$ cat config.mk
export PLATFORM = sky130hd
export DESIGN_NAME = ball_motion
export DESIGN_NICKNAME = d
export VERILOG_FILES = /design/src/rtl/pong_pkg.sv /design/src/rtl/ball_axis.sv /design/src/rtl/ball_motion.sv
export SDC_FILE = /design/constraint.sdc
export NUM_CORES = 1
export LEC_CHECK = 0
export ABC_AREA = 1
export CORE_UTILIZATION = 48
export CTS_CLUSTER_SIZE = 40
export DETAILED_ROUTE_END_ITERATION = 10
export PLACE_DENSITY = 0.79
export SYNTH_ARGS = -nofsm -noshare
export SYNTH_HDL_FRONTEND = slang
export SYNTH_SLANG_ARGS = --single-unit
$ cat constraint.sdc
create_clock -name CLK -period 12.2 [get_ports CLK]
set_input_delay 3.66 -clock CLK [delete_from_list [all_inputs] [get_ports CLK]]
set_output_delay 3.66 -clock CLK [all_outputs]
set_load 0.02 [all_outputs]
$ cat src/rtl/pong_pkg.sv
// Shared constants, FSM state type and heading reflection helpers for the pong ball engine.
package pong_pkg;

  localparam int unsigned THETA_WIDTH = 6;
  localparam int unsigned SCREEN_W    = 640;
  localparam int unsigned SCREEN_H    = 480;
  localparam int unsigned BALL_SIZE   = 8;
  localparam int unsigned FRAC        = 7;
  localparam int unsigned POS_W       = 10;
  localparam int unsigned LUT_W       = 8;
  localparam int unsigned SPEED_W     = 3;
  localparam int unsigned ACC_W       = POS_W + FRAC;
  // sext(lut) * speed spans -896..889, which fits 11 signed bits
  localparam int unsigned STEP_W      = 11;

  localparam int unsigned X_MAX    = SCREEN_W - BALL_SIZE;
  localparam int unsigned Y_MAX    = SCREEN_H - BALL_SIZE;
  localparam int unsigned X_CENTRE = X_MAX / 2;
  localparam int unsigned Y_CENTRE = Y_MAX / 2;

  typedef enum logic {
    IDLE = 1'b0,
    MOVE = 1'b1
  } state_e;

  // Reflection off a horizontal wall: negate the angle
  function automatic logic [THETA_WIDTH-1:0] reflect_v(input logic [THETA_WIDTH-1:0] theta);
    return THETA_WIDTH'(0) - theta;
  endfunction

  // Reflection off a vertical paddle: pi minus the angle
  function automatic logic [THETA_WIDTH-1:0] reflect_h(input logic [THETA_WIDTH-1:0] theta);
    return THETA_WIDTH'(1 << (THETA_WIDTH - 1)) - theta;
  endfunction

endpackage

$ cat src/rtl/ball_axis.sv
// One-axis fixed-point position accumulator with signed step and clamping.
//   clk_i, reset_i : clock, synchronous active-high reset (to centre)
//   load_i         : reload the centre position
//   step_en_i      : apply step_i this cycle (with clamping)
//   step_i         : signed step in 2^-FRAC pixel units
//   pos_o          : registered integer position
//   lo_c_o, hi_c_o : combinational flags, position + step leaves [0, LIMIT]
module ball_axis
  import pong_pkg::*;
#(
  parameter int unsigned LIMIT  = X_MAX,
  parameter int unsigned CENTRE = X_CENTRE
) (
  input  logic                     clk_i,
  input  logic                     reset_i,
  input  logic                     load_i,
  input  logic                     step_en_i,
  input  logic signed [STEP_W-1:0] step_i,
  output logic [POS_W-1:0]         pos_o,
  output logic                     lo_c_o,
  output logic                     hi_c_o
);

  localparam int unsigned NXT_W = ACC_W + 1;
  localparam logic [ACC_W-1:0] MAX_FX    = ACC_W'(LIMIT << FRAC);
  localparam logic [ACC_W-1:0] CENTRE_FX = ACC_W'(CENTRE << FRAC);

  logic [ACC_W-1:0]        pos_q, pos_d;
  logic signed [NXT_W-1:0] next_c;

  // Candidate position with a guard bit so underflow shows as negative
  always_comb begin
    next_c = $signed({1'b0, pos_q}) + NXT_W'(step_i);
    lo_c_o = next_c[NXT_W-1];
    hi_c_o = !next_c[NXT_W-1] && (next_c > $signed({1'b0, MAX_FX}));
    pos_d  = pos_q;
    if (load_i) begin
      pos_d = CENTRE_FX;
    end else if (step_en_i) begin
      if (lo_c_o)      pos_d = '0;
      else if (hi_c_o) pos_d = MAX_FX;
      else             pos_d = next_c[ACC_W-1:0];
    end
  end

  always_ff @(posedge clk_i) begin
    if (reset_i) pos_q <= CENTRE_FX;
    else         pos_q <= pos_d;
  end

  assign pos_o = pos_q[ACC_W-1:FRAC];

endmodule

$ cat src/rtl/ball_motion.sv
// Frame-rate ball kinematics: heading register, serve/goal FSM and two axis integrators.
//   CLK, reset          : clock, synchronous active-high reset
//   tick_i              : frame strobe, integrates one step while moving
//   start_i             : serve (centre ball, load theta_i and speed_i)
//   paddle_hit_i        : paddle collision, reflects heading
//   theta_o             : heading to the LUT; sin_i/cos_i return combinationally
//   ball_x_o, ball_y_o  : integer top-left position
//   active_o            : ball in play
//   bounce_o, goal_*_o  : one-cycle event pulses
module ball_motion
  import pong_pkg::*;
(
  input  logic                    CLK,
  input  logic                    reset,
  input  logic                    tick_i,
  input  logic                    start_i,
  input  logic [THETA_WIDTH-1:0]  theta_i,
  input  logic [SPEED_W-1:0]      speed_i,
  input  logic                    paddle_hit_i,
  output logic [THETA_WIDTH-1:0]  theta_o,
  input  logic signed [LUT_W-1:0] sin_i,
  input  logic signed [LUT_W-1:0] cos_i,
  output logic [POS_W-1:0]        ball_x_o,
  output logic [POS_W-1:0]        ball_y_o,
  output logic                    active_o,
  output logic                    bounce_o,
  output logic                    goal_left_o,
  output logic                    goal_right_o
);

  state_e                  state_q;
  logic [THETA_WIDTH-1:0]  theta_q;
  logic [SPEED_W-1:0]      speed_q;
  logic                    active_q, bounce_q, goal_l_q, goal_r_q;

  logic signed [STEP_W-1:0] speed_s_c, dx_c, dy_c;
  logic                     step_en_c;
  logic                     x_lo_c, x_hi_c, y_lo_c, y_hi_c;

  // Per-tick step; a same-cycle serve or paddle hit suppresses integration
  always_comb begin
    speed_s_c = $signed({{(STEP_W - SPEED_W){1'b0}}, speed_q});
    dx_c      = STEP_W'(cos_i) * speed_s_c;
    dy_c      = STEP_W'(sin_i) * speed_s_c;
    step_en_c = (state_q == MOVE) && tick_i && !paddle_hit_i && !start_i;
  end

  ball_axis #(.LIMIT(X_MAX), .CENTRE(X_CENTRE)) u_axis_x (
    .clk_i    (CLK),
    .reset_i  (reset),
    .load_i   (start_i),
    .step_en_i(step_en_c),
    .step_i   (dx_c),
    .pos_o    (ball_x_o),
    .lo_c_o   (x_lo_c),
    .hi_c_o   (x_hi_c)
  );

  ball_axis #(.LIMIT(Y_MAX), .CENTRE(Y_CENTRE)) u_axis_y (
    .clk_i    (CLK),
    .reset_i  (reset),
    .load_i   (start_i),
    .step_en_i(step_en_c),
    .step_i   (dy_c),
    .pos_o    (ball_y_o),
    .lo_c_o   (y_lo_c),
    .hi_c_o   (y_hi_c)
  );

  // Serve/goal FSM with heading and event pulse registers
  always_ff @(posedge CLK) begin
    if (reset) begin
      state_q  <= IDLE;
      theta_q  <= '0;
      speed_q  <= '0;
      active_q <= 1'b0;
      bounce_q <= 1'b0;
      goal_l_q <= 1'b0;
      goal_r_q <= 1'b0;
    end else begin
      bounce_q <= 1'b0;
      goal_l_q <= 1'b0;
      goal_r_q <= 1'b0;
      if (start_i) begin
        state_q  <= MOVE;
        theta_q  <= theta_i;
        speed_q  <= speed_i;
        active_q <= 1'b1;
      end else if (state_q == MOVE) begin
        if (paddle_hit_i) begin
          theta_q  <= reflect_h(theta_q);
          bounce_q <= 1'b1;
        end else if (tick_i) begin
          // Goals win over a simultaneous wall hit and leave the heading alone
          if (x_lo_c || x_hi_c) begin
            goal_l_q <= x_lo_c;
            goal_r_q <= x_hi_c;
            active_q <= 1'b0;
            state_q  <= IDLE;
          end else if (y_lo_c || y_hi_c) begin
            theta_q  <= reflect_v(theta_q);
            bounce_q <= 1'b1;
          end
        end
      end
    end
  end

  assign theta_o      = theta_q;
  assign active_o     = active_q;
  assign bounce_o     = bounce_q;
  assign goal_left_o  = goal_l_q;
  assign goal_right_o = goal_r_q;

endmodule

==> metrics.cfg <==
[timing]
worst_pin_slew_ns = 1.139
relSlewSlack = 0.2395
hold_slack_ns = 0.4695
rsz0062_at_grt = no
final_max_slew_viol_count = 0
timing.final.hold_violations = 0
setup_viol = 0
clock_skew_ns = 0.01049
fin_crit_ns = 8.482
min_period_over_period = 0.6953
max_freq_ghz = 0.1179
setup_tns_ns = 0

[detailed_routing]
first_iter_violations = 313
final_antenna_net_count = 0
wl_per_cell_um = 12.38
wl_mm = 14.64
firstDrtPassIters = 5
viasPerCell = 5.026
drc_errors = 0
vias = 5941

[cts]
insertion_delay_ns = 0.30
postCtsSetupRepairBufs = 0
cts.reportedPaths.clkPinSlew_ns = 0.07
cts-root-buf = clkbuf_16
cts.sinks = 48
cts_made_buffers = 5
h-tree-depth = 2
cts_tree = built
clock_path_buffers = 2
cts-resized-gates = 0
holdBufCountCts = 0

[synthesis]
synthCells = 980
ys_ff_latch = 48
syn_avg_cell_area_um2 = 6.202
synth_top_area_share = 0.1816
yosysSeqAreaShare = 0.1581
synth-async-reset-ratio = 0
synth.largest_area_cell = nand2_1
syn_nets = 1099
synth_most_common_cell = nand2_1
syn_area_um2 = 6078
ys.flop_type = dfxtp_1
yosys_warnings = 0
ys_top_cells_by_count = 294 x nand2_1, 202 x inv_1, 73 x a21oi_1
synth_area_leaders = nand2_1 18%, dfxtp_1 16%, ha_1 15%
ys_types = 38
synth_edf_count = 0

[global_route]
use_met3 = 0.02435
grt_use_met2 = 0.4525
grt_busiest_layer = met2
gr-usage-met1 = 0.2682
grt_pass1_vias = 5743
grt_max_degree = 33
overflow = 0
antenna_found_initial = 0
grt_pass1_wl_mm = 25.09
grtUsageTotal = 0.2372

[setup_path]
end_kind = flip-flop
path_class = in -> reg
path_buf_inv = 5
arrival_ns = 8.69
slowest_delay_ns = 0.65
startpoint_type = input pin
worstPathRequired_ns = 12.40
cp_common_cell = nand2_1
critPathMaxFanout = 9
cpLargestDelayFamily = adder cells
cp_slowest_cell = xnor2_1

[placement]
placement.io_buffers = 59
gp_congestion = 0.9890
hpwl_mm = 12.00
placed_cells = 1174

[final_layout]
final-seq-area_um2 = 960.9
fin_nets = 1132
nFillCells = 1205
multi_input_area_um2 = 4141
final_util = 0.5628
fin_cells = 1182
area_delta_synth_final_pct = 12.60
drive_above_1_share = 0.03846
n_antenna_cell = 0

[power]
power.leakage_nw = 3.836
p_per_area_nw_per_um2 = 92.80
ir_worst_vdd_mv = 0.05079

[floorplanning]
dieArea_um2 = 13120
ios = 60
row_count = 40
die_h_um = 114.5
core_area_um2 = 12160
die_x_um = 114.5
start_util = 0.4998

[run_status]
status = finished clean

[run]
drv_cap = 0

[worst_hold_path]
hold_path.class = reg -> reg

metrics by stage:
stage          instance area (um^2)  setup WS (ns)  power [mW]
2_1_floorplan                  6078          4.528      0.4000
3_3_place_gp                   6676          3.465      0.4694
3_5_place_dp                   6676          3.421      0.4738
4_1_cts                        6844          3.718      0.6359
5_1_grt                        6844          3.258      0.6857
6_report                       6844          3.718      0.6351
worst min-delay path: cells and delay by family, from the launching register on:
kind	cells	cell delay [ns]
AND/OR/NAND/NOR	1	0.07
flip-flops	1	0.32
AO/OA/AOI/OAI	1	0.04
flip-flops by register name, summed over array words and instances, names as in the netlist:
name and flops:
speed_q 3, bounce_o 1, theta_o 6, u_axis_x.pos_q 17, u_axis_y.pos_q 17, goal_left_o 1
state_q 1, goal_right_o 1, active_o 1
cells in the final DEF, fill, tap and decap left out, types with 6 or more instances in the layout:
cell type / netlist / routed
inv_1: 202 / 202
fa_1: 18 / 18
nand3_1: 45 / 45
nor2_1: 62 / 62
nand2_1: 294 / 294
nand4_1: 10 / 10
xnor2_1: 12 / 12
ha_1: 71 / 71
nand3b_1: 6 / 6
clkdlybuf4s50_1: 0 / 59
o21ai_0: 21 / 21
xor2_1: 14 / 14
nand2_2: 7 / 7
a21oi_1: 73 / 73
o21bai_1: 7 / 7
nand3_2: 8 / 8
nor3_1: 13 / 13
dfxtp_1: 48 / 48
power by group:
group	leakage, nW	switching [mW]	total [mW]	internal, mW
clock network	0.0798	0.0651	0.162	0.0965
logic	3.37	0.190	0.302	0.112
registers	0.390	0.00940	0.172	0.163
total	3.84	0.264	0.635	0.371
final timing paths:
kind	from	end	slack, ns	depth (start not counted)
hold reg to reg	state_q	bounce_o	0.47	2
setup reg to reg	speed_q[0]	u_axis_x.pos_q[6]	6.76	23
setup / recovery	cos_i[4]	u_axis_x.pos_q[6]	3.72	27
hold / removal	state_q	bounce_o	0.47	2
metal layers:
layer | wire length, um | vias to the layer above
li1 | - | 3095
met1 | 6381 | 2707
met2 | 7402 | 110
met3 | 432 | 29
met4 | 420 | 0
met5 | 0 | -
cell type report:
class / instances / share of cell area
sequential: 48 / 0.1404
tap: 168 / 0.03071
inverter: 206 / 0.1130
multi-input combinational: 693 / 0.6051
timing repair buffer: 59 / 0.08629
clock inverter: 3 / 0.006216
clock buffer: 5 / 0.01828
cells by family after synthesis:
logic type / share of synthesized area
simple gates: 0.3281
buf+inv: 0.1606
compound gates: 0.1044
fa+ha+maj: 0.2054
flops: 0.1581
xor+xnor: 0.04014
mux: 0.003294
No activity file was read; power rests on OpenSTA's default activity.
